===== src/rtl/mips_main_ctrl.sv =====
// Main control decoder for the single-issue MIPS CPU: primary opcode to registered
// datapath strobes, with synchronous active-low reset and a pipeline-bubble flush.
module mips_main_ctrl (
  input  logic       clk,
  input  logic       rstN,
  input  logic       flush,
  input  logic [5:0] opCode,
  output logic       regDst,
  output logic       aluSrc,
  output logic       memToReg,
  output logic       regWrite,
  output logic       memRead,
  output logic       memWrite,
  output logic       branch,
  output logic [1:0] aluop,
  output logic       jmp,
  output logic       illegalOp
);

  typedef enum logic [5:0] {
    OP_RTYPE = 6'b000000,
    OP_J     = 6'b000010,
    OP_BEQ   = 6'b000100,
    OP_ADDI  = 6'b001000,
    OP_LW    = 6'b100011,
    OP_SW    = 6'b101011
  } opcode_e;

  typedef enum logic [1:0] {
    ALUOP_ADD   = 2'b00,
    ALUOP_SUB   = 2'b01,
    ALUOP_FUNCT = 2'b10
  } aluop_e;

  typedef struct packed {
    logic   reg_dst;
    logic   alu_src;
    logic   mem_to_reg;
    logic   reg_write;
    logic   mem_read;
    logic   mem_write;
    logic   branch;
    aluop_e aluop;
    logic   jmp;
    logic   illegal_op;
  } ctrl_t;

  localparam ctrl_t CTRL_NOP = '0;

  ctrl_t decode_w;
  ctrl_t ctrl_d;
  ctrl_t ctrl_q;

  // Unlisted opcodes, including any with X/Z bits, fall to the default arm and
  // flag illegalOp without touching registers or memory.
  always_comb begin
    // NOTE: every field gets a default before the case so no path leaves a
    // field unassigned, which would otherwise infer a latch.
    decode_w = CTRL_NOP;
    case (opCode)
      OP_RTYPE: begin
        decode_w.reg_dst   = 1'b1;
        decode_w.reg_write = 1'b1;
        decode_w.aluop     = ALUOP_FUNCT;
      end
      OP_LW: begin
        decode_w.alu_src    = 1'b1;
        decode_w.mem_to_reg = 1'b1;
        decode_w.reg_write  = 1'b1;
        decode_w.mem_read   = 1'b1;
      end
      OP_SW: begin
        decode_w.alu_src   = 1'b1;
        decode_w.mem_write = 1'b1;
      end
      OP_BEQ: begin
        decode_w.branch = 1'b1;
        decode_w.aluop  = ALUOP_SUB;
      end
      OP_ADDI: begin
        decode_w.alu_src   = 1'b1;
        decode_w.reg_write = 1'b1;
      end
      OP_J: begin
        decode_w.jmp = 1'b1;
      end
      default: begin
        decode_w.illegal_op = 1'b1;
      end
    endcase
  end

  assign ctrl_d = flush ? CTRL_NOP : decode_w;

  // Reset takes priority over flush; both load the NOP word.
  always_ff @(posedge clk) begin
    // NOTE: state registers use non-blocking assignments so every flop samples
    // pre-edge values regardless of process ordering.
    if (!rstN) ctrl_q <= CTRL_NOP;
    else       ctrl_q <= ctrl_d;
  end

  assign regDst    = ctrl_q.reg_dst;
  assign aluSrc    = ctrl_q.alu_src;
  assign memToReg  = ctrl_q.mem_to_reg;
  assign regWrite  = ctrl_q.reg_write;
  assign memRead   = ctrl_q.mem_read;
  assign memWrite  = ctrl_q.mem_write;
  assign branch    = ctrl_q.branch;
  assign aluop     = ctrl_q.aluop;
  assign jmp       = ctrl_q.jmp;
  assign illegalOp = ctrl_q.illegal_op;

endmodule


===== config.mk =====
export PLATFORM = sky130hd
export DESIGN_NAME = mips_main_ctrl
export DESIGN_NICKNAME = d
export VERILOG_FILES = /design/src/rtl/mips_main_ctrl.sv
export SDC_FILE = /design/constraint.sdc
export NUM_CORES = 1
export LEC_CHECK = 0
export ABC_CLOCK_PERIOD_IN_PS = 1000
export CORE_AREA = 4 4 41 43
export DETAILED_ROUTE_END_ITERATION = 10
export DIE_AREA = 0 0 45 47
export GPL_TIMING_DRIVEN = 0
export HOLD_SLACK_MARGIN = 0.05
export PLACE_DENSITY_LB_ADDON = 0.15
export SYNTH_ARGS = -nofsm -noshare
export SYNTH_HDL_FRONTEND = slang
export SYNTH_SLANG_ARGS = --single-unit

===== constraint.sdc =====
create_clock -name clk -period 1 [get_ports clk]
set_input_delay 0.2 -clock clk [delete_from_list [all_inputs] [get_ports clk]]
set_output_delay 0.2 -clock clk [all_outputs]
set_load 0.02 [all_outputs]

==> run summary <==
========================================================================================================
ANT cells                                                                                              0
Critical path class                                                                         primary input to flip-flop
Synthesized instance count                                                                            32
Mean instance size in the synthesized netlist                                                  11.14 µm²
Die Y                                                                                              47 µm
Post-DR vias/cell                                                                                  4.735
Nets@finish                                                                                           63
Pin count of the biggest net entering global routing                                                   9
Worst IR drop on VDD                                                                           0.4450 mV
Worst hold path stage count                                                                            3
CP max stage delay                                                                                420 ps
Setup crit start kind                                                                       primary input
Total CTS buffers                                                                                      3
Number of fill cells                                                                                 140
Fin. max-slew vios                                                                                     0
Multiplexer share of the synthesized area                                                              0
Placeable core region                                                                           1301 µm²
Buffers & Inverters on Critical Path                                                                   1
Result of the run                                                                           finished, final reports clean
Rows                                                                                                  13
Total Wirelength                                                                                  826 µm
Yosys warns                                                                                            0
Hold WS                                                                                         271.5 ps
Drt drc                                                                                                0
Worst slew margin                                                                                 0.8310
Number of buffers on the longest clock path                                                            2
Simple-gate share of the synthesized area                                                         0.3544
Clock H-tree levels                                                                                    1
Count of vias placed by the detailed router                                                          322
Input/output buffers                                                                                  19
Setup slack at placement                                                                       -558.7 ps
Hold Vio Cnt, Final                                                                                    0
Worst path required time                                                                         1140 ps
Dominant delay contributor by cell family on the critical path                              simple AND/OR/NAND/NOR gates
Gr ovfl total                                                                                          0
First-pass GRT wire length                                                                       1242 µm
Setup-violating endpoint count in the final report                                                     0
Main combinational cell family by area after synthesis                                      simple AND/OR/NAND/NOR gates
CTS tree                                                                                             yes
DR pass1 iterations                                                                                    2
# IOs                                                                                                 20
Number of hold-repair buffers added at the cts stage                                                   0
GPL Wtd Cong                                                                                      0.8028
Number of maximum-capacitance constraint violations                                                    0
Area delta synth->final                                                                           56.49%
Post-CTS setup buffers                                                                                 0
Compound-Gate Fraction of Synth Area                                                             0.05965
Seq/Total Area, Yosys                                                                             0.5053
Post-synthesis async set-or-reset flop share                                                           0
Post-layout util                                                                                  0.4288
Post-CTS clock slew at the launch and capture registers of the worst setup and hold paths          50 ps
Count of state elements after synthesis                                                                9
Transition time at the pin with the least slew margin                                           252.8 ps
Effective utilization at floorplan                                                                0.2740
Crit path max fanout                                                                                   3
Cell area after synthesis                                                                      356.6 µm²
Hold crit path type                                                                         primary input to flip-flop
Commonest register cell after synthesis                                                          dfxtp_1
Setup repair after global routing missed its margin                                                   no
Count of different cell masters after synthesis                                                       18
Syn nets                                                                                              41
Cell breakdown of the critical path                                                         dlygate4sd2_1 > or3_4 > o221a_4
Antenna violations before repair                                                                       0
Post-route clock period utilization                                                               0.9706
Vias in the first global route                                                                       311
Crit path time final                                                                            970.6 ps
1st-iter DRT viols                                                                                    12
Lkg Pwr                                                                                     0.0002321 µW
Detail-routed net length per standard cell                                                      12.15 µm
Maximum achievable frequency                                                                    1030 MHz
Critical path capture point type                                                               flip-flop
Buffer cell driving the clock tree root                                                         clkbuf_4
Remaining number of nets flagged by the antenna check after routing                                    0
Pwr per Cell Area                                                                            1285 nW/µm²
Final Worst Setup Slack                                                                         29.45 ps
Xor and xnor fraction of the mapped netlist area                                                       0
Share of post-route cells with drive strength above 1                                             0.5283
Master of the slowest instance on the critical path                                                or3_4
Number of synthesized flops with an enable pin                                                         0
Floorplan die area                                                                              2115 µm²
Aggregate global-route resource usage                                                            0.08817
Logic depth of the worst setup path including buffers                                                  3
DIE WIDTH                                                                                          45 µm
Adder-cell area share of the yosys netlist                                                       0.02807
Clock sinks                                                                                            9
Arrival time of data at the critical path endpoint                                               1110 ps
========================================================================================================
-- flip-flops by register name, summed over array words and instances (netlist names) --
register / cells
illegalOp: 1
aluSrc: 1
aluop: 2
regWrite: 1
branch: 1
jmp: 1
memWrite: 1
memRead: 1
-- stage by stage --
step / TNS (ps) / total power, µW / area (µm²) / std cells
2_1_floorplan: 0 / 406.1 / 356.6 / 32
3_3_place_gp: -5119 / 458.8 / 565.5 / 66
3_5_place_dp: -5443 / 463.0 / 565.5 / 66
4_1_cts: -16.79 / 730.0 / 568.0 / 69
5_1_grt: 0 / 747.6 / 558.0 / 68
6_report: 0 / 717.3 / 558.0 / 68
-- kinds of logic after synthesis --
group | count (synthesis)
simple gates | 16
flops | 9
buf+inv | 3
fa+ha+maj | 1
compound gates | 3
-- cells in the final DEF, fill, tap and decap left out, types with 2 or more instances in the layout --
cell	netlist	routed
dfxtp_1	9	7
dlygate4sd2_1	0	6
buf_2	0	9
dfxtp_2	0	2
nor3_1	3	3
nor4b_2	0	2
a21oi_2	0	2
clkbuf_4	0	3
buf_6	0	2
-- report_power, final --
| part | switching, µW | leakage, µW | internal, µW |
|---|---|---|---|
| registers | 0.768 | 0.0000738 | 363 |
| clock network | 115 | 0.0000150 | 153 |
| logic | 44.4 | 0.000143 | 41.6 |
| total | 160 | 0.000232 | 557 |
-- worst paths after layout --
kind	slack, ps	from	end
setup / recovery	30	opCode[4]	illegalOp$_SDFF_PP0_
hold / removal	270	opCode[5]	jmp$_SDFF_PP0_
-- area by class of cell --
cell class                      count  area, µm²  share of cell area
Multi-Input combinational cell     20      190.2              0.3408
Sequential cell                     9      182.7              0.3274
Timing Repair Buffer               19      136.4              0.2444
Clock buffer                        4      26.28             0.04709
Tap cell                           15      18.77             0.03363
Inverter                            1      3.754            0.006726
-- per-layer routing --
| layer | part of all wire | track usage |
|---|---|---|
| met2 | 0.50 | 0.1497 |
| met3 | 0.14 | 0.03831 |
| met5 | 0 | 0 |
| met4 | 0.038 | 0.1053 |
| met1 | 0.32 | 0.06928 |
-- timing repair --
action,in CTS,in global routing
setup endpoints to repair,20,5
pin swaps,5,2
resized for setup,65,3
-- cells in the mapped netlist, types with 2 or more instances --
cell / n / area (µm²)
or4b_1: 2 / 20.02
buf_4: 2 / 15.01
nor3_1: 3 / 15.01
a21oi_1: 2 / 10.01
dfxtp_1: 9 / 180.2
nor4b_1: 2 / 17.52
Note: power is estimated with default switching activity, not from simulation.
